## src/rtl/hex_seq_ctrl.sv

```systemverilog
// hex_seq_ctrl: key-driven scanner that walks one glyph across four 7-segment digits.
// Define HEX_SEQ_DEBOUNCE_EN to require keys to stay low DEB_CYCLES cycles before a press counts.
module hex_seq_ctrl #(
  parameter int unsigned TICK_DIV   = 50000000,
  parameter int unsigned DEB_CYCLES = 250000
) (
  input  logic       CLOCK_50,
  input  logic       RESET_N,
  input  logic       KEY0,
  input  logic       KEY1,
  input  logic       KEY2,
  input  logic       KEY3,
  input  logic [9:0] SW,
  output logic [6:0] HEX0,
  output logic [6:0] HEX1,
  output logic [6:0] HEX2,
  output logic [6:0] HEX3,
  output logic [1:0] STATE,
  output logic [1:0] PTR
);

  typedef enum logic [1:0] {
    S_IDLE  = 2'b00,
    S_RUN   = 2'b01,
    S_PAUSE = 2'b10
  } state_e;

  localparam logic [6:0] SEG_DASH  = 7'b0111111;
  localparam logic [6:0] SEG_BLANK = 7'b1111111;
  // Index 0..3 -> 'A', 'P', 'E', '1'
  localparam logic [3:0][6:0] GLYPHS = {7'b1111001, 7'b0000110, 7'b0001100, 7'b0001000};

  logic [3:0] keys;
  logic [3:0] sync1_q, sync2_q;
  logic [1:0] vld_q;
  logic [3:0] press;
  logic       unused_sw;

  assign keys      = {KEY3, KEY2, KEY1, KEY0};
  assign unused_sw = ^SW[8:2];

  // vld_q marks when sync2_q carries a real post-reset sample rather than its reset value
  always_ff @(posedge CLOCK_50 or negedge RESET_N) begin
    if (!RESET_N) begin
      sync1_q <= '1;
      sync2_q <= '1;
      vld_q   <= '0;
    end else begin
      sync1_q <= keys;
      sync2_q <= sync1_q;
      vld_q   <= {vld_q[0], 1'b1};
    end
  end

`ifdef HEX_SEQ_DEBOUNCE_EN
  localparam int unsigned CW = $clog2(DEB_CYCLES + 1);
  logic [3:0][CW-1:0] deb_q;
  logic [3:0]         armed_q;

  always_ff @(posedge CLOCK_50 or negedge RESET_N) begin
    if (!RESET_N) begin
      deb_q   <= '0;
      armed_q <= '0;
    end else begin
      for (int i = 0; i < 4; i++) begin
        if (!vld_q[1] || sync2_q[i]) deb_q[i] <= '0;
        else if (deb_q[i] != CW'(DEB_CYCLES)) deb_q[i] <= deb_q[i] + 1'b1;
        if (vld_q[1] && sync2_q[i]) armed_q[i] <= 1'b1;
      end
    end
  end

  // Counter saturates, so the match fires once per low period
  always_comb begin
    press = '0;
    for (int i = 0; i < 4; i++)
      press[i] = armed_q[i] & vld_q[1] & ~sync2_q[i] & (deb_q[i] == CW'(DEB_CYCLES - 1));
  end
`else
  logic [3:0] prev_q;

  always_ff @(posedge CLOCK_50 or negedge RESET_N) begin
    if (!RESET_N) prev_q <= '0;
    else          prev_q <= sync2_q & {4{vld_q[1]}};
  end

  assign press = prev_q & ~sync2_q;
`endif

  state_e      state_q, state_d;
  logic [1:0]  ptr_q, ptr_d;
  logic        dir_q, dir_d;
  logic [31:0] cnt_q, cnt_d;
  logic [31:0] limit;
  logic [1:0]  ptr_step;

  assign limit    = 32'(TICK_DIV) >> SW[1:0];
  assign ptr_step = dir_q ? ptr_q - 2'd1 : ptr_q + 2'd1;

  always_ff @(posedge CLOCK_50 or negedge RESET_N) begin
    if (!RESET_N) begin
      state_q <= S_IDLE;
      ptr_q   <= '0;
      dir_q   <= 1'b0;
      cnt_q   <= '0;
    end else begin
      state_q <= state_d;
      ptr_q   <= ptr_d;
      dir_q   <= dir_d;
      cnt_q   <= cnt_d;
    end
  end

  // Only the highest-priority press acts; a mode change suppresses the scan tick that cycle
  always_comb begin
    state_d = state_q;
    ptr_d   = ptr_q;
    dir_d   = dir_q;
    cnt_d   = cnt_q;
    if (press[1]) begin
      state_d = S_IDLE;
      ptr_d   = '0;
      dir_d   = 1'b0;
      cnt_d   = '0;
    end else if (press[0]) begin
      unique case (state_q)
        S_RUN:   state_d = S_PAUSE;
        default: begin
          state_d = S_RUN;
          cnt_d   = '0;
        end
      endcase
    end else begin
      if (press[2]) begin
        if (state_q == S_PAUSE) ptr_d = ptr_step;
      end else if (press[3] && state_q != S_IDLE) begin
        dir_d = ~dir_q;
      end
      if (state_q == S_RUN) begin
        if (cnt_q + 32'd1 >= limit) begin
          cnt_d = '0;
          ptr_d = ptr_step;
        end else begin
          cnt_d = cnt_q + 32'd1;
        end
      end
    end
  end

  logic [3:0][6:0] hex_d, hex_q;

  always_comb begin
    hex_d = '1;
    for (int i = 0; i < 4; i++) begin
      if (SW[9])                 hex_d[i] = GLYPHS[i];
      else if (state_q == S_IDLE) hex_d[i] = SEG_DASH;
      else if (ptr_q == 2'(i))    hex_d[i] = GLYPHS[i];
      else                        hex_d[i] = SEG_BLANK;
    end
  end

  always_ff @(posedge CLOCK_50 or negedge RESET_N) begin
    if (!RESET_N) hex_q <= {4{SEG_BLANK}};
    else          hex_q <= hex_d;
  end

  assign HEX0  = hex_q[0];
  assign HEX1  = hex_q[1];
  assign HEX2  = hex_q[2];
  assign HEX3  = hex_q[3];
  assign STATE = state_q;
  assign PTR   = ptr_q;

endmodule

```

## config.mk

```make
export PLATFORM = sky130hd
export DESIGN_NAME = hex_seq_ctrl
export DESIGN_NICKNAME = d
export VERILOG_FILES = /design/src/rtl/hex_seq_ctrl.sv
export SDC_FILE = /design/constraint.sdc
export NUM_CORES = 1
export LEC_CHECK = 0
export CAP_MARGIN = 20
export CORE_MARGIN = 3
export CORE_UTILIZATION = 50
export DETAILED_ROUTE_END_ITERATION = 12
export PLACE_DENSITY = 0.79
export SLEW_MARGIN = 0
export SYNTH_ARGS = -nofsm -noshare
export SYNTH_HDL_FRONTEND = slang
export SYNTH_SLANG_ARGS = --single-unit
```

## constraint.sdc

```tcl
create_clock -name CLOCK_50 -period 3.9 [get_ports CLOCK_50]
set_input_delay 0.975 -clock CLOCK_50 [delete_from_list [all_inputs] [get_ports CLOCK_50]]
set_output_delay 0.975 -clock CLOCK_50 [all_outputs]
set_load 0.02 [all_outputs]
```

### Word-level counts from Yosys, hierarchy flattened

Cells that the tools add are included.

* register bits after elaboration: 79
* input bits: 16
* logic and storage cells: 69

* add/sub/neg operators: 3
* $lt $le $gt $ge: 1
* equality and inequality tests: 8
* shift-type cells: 1
* multiplexer cells: 31
* bitwise operators: 4
* reduce and logical (&&, ||, !) cells: 9

Operator list (number)
* 32-bit two-way mux: 5
* 7-bit two-way mux: 11
* 32-bit by 1-bit adder with 32-bit output (second input constant): 1
* 32-bit greater-or-equal comparator: 1
* 26-bit by 2-bit right shift with 32-bit output (first input constant): 1
* 2-bit two-way mux: 10
* 4-bit AND: 2
* 2-bit == test (second input constant): 3
* 2-bit nonzero test: 3
* 2-bit by 1-bit == test with 1-bit output (second input constant): 2
* 2-bit zero test: 2
* 1-bit two-way mux: 4
* 4-bit inverter: 1
* 3-bit two-way mux: 1
* 3-bit inequality test (second input constant): 1
* 3-bit AND reduction: 1
* 3-bit nonzero test: 1
* 2-bit by 1-bit adder with 2-bit output (second input constant): 1
* 2-bit by 1-bit inequality test with 1-bit output (second input constant): 1
* 2-bit inequality test (second input constant): 1
* 2-bit AND reduction: 1
* 2-bit by 1-bit subtractor with 2-bit output (second input constant): 1
* 1-bit logical AND: 1
* 1-bit inverter: 1

### Depth between registers and ports, before layout

* word-level depth: 8
* gate-level depth with buffers: 18

### Worst setup path after synthesis

Ideal clock, no wire load.

* path type: reg-to-reg
* start point: register cnt_q[0]
* end point: register cnt_q[0]
* arrival time: 3857 ps
* data required time: 3775 ps
* path slack: -82 ps
* cell stages (with the launch flop): 18
* cells stage by stage: dfrtp_1 > ha_1 > nand3_1 > nor2_1 > nand2_1 > nor2_1 > nand3_1 > xnor2_1 > ha_1 > nand3_1 > a2111o_1 > a2111oi_0 > a32oi_1 > a2111o_1 > and3_1 > buf_6 > buf_6 > mux2_2

* cells in the longest elaborated chain, start to end: 6

Ends and longest elaborated chain
* start, declared: line 93 `logic [31:0] cnt_q, cnt_d;`
* start signal, assigned: line 110 `cnt_q <= cnt_d;`
* 32-bit by 1-bit adder with 32-bit output (*): line 140, 144
* 32-bit greater-or-equal comparator: line 140 `if (cnt_q + 32'd1 >= limit) begin`
* 32-bit two-way mux (*): line 140
* 32-bit two-way mux (*): line 139 `if (state_q == S_RUN) begin`
* 32-bit two-way mux (*): line 125 `end else if (press[0]) begin`
* 32-bit two-way mux (*): line 120 `if (press[1]) begin`

Mark *: on every way between the ends. The rest lies on a longest branch, timed or not. The select of a mux whose other input is x is not followed.
A chain may end at the register's enable or synchronous reset.

### Worst setup path in the final report

Same ends and word-level chain as after synthesis.

==> out/summary.txt <==
Diode count -> 0
Via density -> 5.66
Clk root buf -> clkbuf_8
CP bufs+invs -> 1
Final min period -> 3660 ps
I/O pin total -> 48
Final setup fails -> 0
Mapped Area -> 0.00340 mm^2
Area of the multi-input gates -> 0.00172 mm^2
Leakage -> 1.92 nW
Post-synth EDFFs -> 0
Max incr delay on CP -> 380 ps
Kind of critical path -> flip-flop to flip-flop
Area Growth Syn to Fin -> 23.6%
Yosys warnings -> 0
Seq cells post-synth -> 59
Distinct cells, synth -> 52
Clk pin slew, worst setup/hold paths -> 70 ps
Remaining antenna violation count after routing -> 0
Worst-Skew Late Latency -> 340 ps
DRC Markers -> 0
Largest net degree at the start of global routing -> 51
Maximum vdd drop -> 0.217 mV
GR Util met3 -> 0.0400
Rel. slew slack -> 0.565
Drt initial violations -> 144
CTS tree -> built
Max Freq -> 0.273 GHz
H-tree depth -> 3
RSZ-0062 raised after global routing -> no
CP Data Required Time -> 4140 ps
Non-Filler Instances -> 479
Cells along the critical path -> ha_2 -> nand3_1 -> nor2_2 -> nand2_2 -> nor2_2 -> nand3_1 -> xnor2_1 -> ha_1 -> nand3_1 -> a2111o_1 -> a2111oi_1 -> a32oi_1 -> a2111o_1 -> and3_1 -> buf_12 -> mux2_2
Place WS -> -203 ps
Nature of the critical path endpoint -> flip-flop
Met2 Usage GRT -> 0.319
Cell family with most CP delay -> compound AO/OA/AOI/OAI gates
First-pass GRT wire length -> 11.6 mm
Num Clock Sinks -> 59
Core box area -> 0.00646 mm^2
Cell area power density -> 374 mW/mm^2
Busiest grt layer -> met2
Sequential Area -> 0.00150 mm^2
Die area -> 0.00782 mm^2
Final number of hold-violating endpoints -> 0
Synth Area per Inst -> 10.1 um^2
Pre-Repair DR Iteration Count -> 4
Die X -> 88.4 um
Dpl cells -> 456
Max-Cap Viols -> 0
R2R Setup Slk -> 240 ps
Routed len/inst -> 14.5 um
Slowest CP cell -> dfrtp_1
Top FF cell, synth -> dfrtp_1
Setup_tns -> 0 ps
Final worst path period share -> 0.939
Initial antenna violation count -> 0
Most used cell, CP -> nand3_1
Vias in the first global route -> 2612
Hpwl dp -> 5.07 mm
Bufs on Longest Clock Path -> 2
Status -> complete, no violations
Vias post-DR -> 2710
Asr flop ratio synth -> 1.00
CTS buffer count -> 9
Clock skew -> 11.6 ps
Post-route setup slack -> 237 ps
Proportion of layout cells with a drive suffix above 1 -> 0.226
Worst Setup Start Kind -> flip-flop
Worst Max-Slew Pin Slew -> 653 ps
M1 GR Usage -> 0.248
Cells after Synth -> 335
Worst-path fanout max -> 23
Global placer's final weighted congestion -> 0.835
PortBufs -> 31
Layout fillers -> 481
Effective utilization at floorplan -> 0.526
NumNets Final -> 436
Fin. max-slew vios -> 0
Die Y -> 88.4 um
Final WL -> 6.97 mm
Final global-route overflow total -> 0
Crit path DAT -> 3900 ps
Cts hold-fix bufs -> 0
Register area share after synthesis -> 0.440
Cell Rows -> 29
GRT Util Overall -> 0.193
Worst hold path type -> flip-flop to flip-flop
worst paths after layout:
kind / from / end / cells past startpoint
max in group asynchronous: RESET_N / sync2_q[2] / 3
hold reg to reg: vld_q[0] / vld_q[1] / 0
setup / recovery: cnt_q[0] / cnt_q[0] / 16
min in group asynchronous: RESET_N / cnt_q[0] / 1
hold / removal: vld_q[0] / vld_q[1] / 0
setup reg to reg: cnt_q[0] / cnt_q[0] / 16
layer usage:
layer / share of wire / routed length [um] / vias up
met5: 0 / 0 / -
met4: 0.017 / 115 / 0
met3: 0.046 / 318 / 12
met2: 0.48 / 3380 / 77
met1: 0.45 / 3160 / 1316
li1: - / - / 1305
metrics by stage:
step	instance area [um^2]	hold slack, ps	total power, mW	util
floorplan	3430	331	0.908	-
global placement	3890	331	1.00	0.603
detailed placement	3890	345	1.01	0.603
CTS	4080	356	1.55	0.632
global route	4200	360	1.64	0.651
finish	4200	349	1.57	0.651
power by group:
group	switching [mW]	total, mW	internal [mW]
combinational	0.185	0.343	0.158
clock	0.243	0.536	0.293
sequential	0.0306	0.692	0.662
synthesized netlist by cell type, types with 3 or more instances:
cell type / instances / area share
xnor2_1: 15 / 0.039
nand4_1: 8 / 0.015
and2_1: 10 / 0.018
nand3_1: 19 / 0.028
xor2_1: 6 / 0.015
inv_1: 14 / 0.015
buf_4: 21 / 0.046
nor2b_1: 3 / 0.0055
or3_1: 3 / 0.0055
clkbuf_1: 5 / 0.0055
and3_1: 7 / 0.013
a31oi_1: 4 / 0.0074
dfstp_2: 16 / 0.12
o21ai_0: 9 / 0.013
nor3_1: 9 / 0.013
dfrtp_1: 43 / 0.32
mux2i_1: 3 / 0.0088
a22o_1: 18 / 0.046
nand2_1: 21 / 0.023
or2_2: 3 / 0.0055
a21o_1: 3 / 0.0066
ha_1: 23 / 0.085
nand2b_1: 4 / 0.0074
a21oi_1: 18 / 0.027
nor2_1: 16 / 0.018
sequential cells by signal, indices dropped and copies added (netlist names):
| signal | cells |
|---|---|
| HEX0 | 2 |
| HEX1 | 2 |
| HEX2 | 2 |
| HEX3 | 2 |
| PTR | 2 |
| STATE | 2 |
| cnt_q | 32 |
| dir_q | 1 |
| prev_q | 4 |
| sync1_q | 4 |
| sync2_q | 4 |
| vld_q | 2 |
worst reg2reg max path, cell delays in order (launching register included):
cell	delay [ps]
dfrtp_1	380
ha_2	210
nand3_1	100
nor2_2	150
nand2_2	110
nor2_2	160
nand3_1	130
xnor2_1	170
ha_1	280
nand3_1	80
a2111o_1	350
a2111oi_1	330
a32oi_1	120
a2111o_1	330
and3_1	220
buf_12	170
mux2_2	260
cell type report:
cell class	count	share of cell area
inverters	14	0.0125
flip-flops and latches	59	0.356
clock buffers	11	0.0313
clock inverters	5	0.0131
multi-input cells	241	0.409
well taps	77	0.0229
repair buffers	72	0.155
repair_timing:
item | in CTS | in global routing
gates resized for setup | 0 | 11
setup endpoints to repair | 0 | 28
buffers inserted | 0 | 5
layout by cell type, fill, tap and decap left out, types with 3 or more instances in the layout:
cell type	count
nand2_1	20
xor2_1	6
or3_1	3
nor2_1	14
buf_4	37
and3_1	7
nor3_1	8
nand4_1	8
a31oi_1	4
conb_1	10
and2_1	10
or2_2	3
mux2i_1	3
nand2b_1	4
ha_1	22
a21o_1	3
clkdlybuf4s50_1	30
clkbuf_8	9
dfstp_2	16
o21ai_0	9
a21oi_1	18
nor2b_1	3
xnor2_1	15
dfrtp_1	42
inv_1	14
a22o_1	18
nand3_1	18
cell families after synthesis:
kind of cell             after synthesis  synth area share
other                                  1           0.00110
XOR/XNOR                              21            0.0541
AO/OA/AOI/OAI                         66             0.137
AND/OR/NAND/NOR                      117             0.194
buffers and inverters                 44            0.0770
flip-flops                            59             0.440
adder cells (fa/ha/maj)               23            0.0847
multiplexers                           4            0.0122
Note: power is estimated with default switching activity, not from simulation.
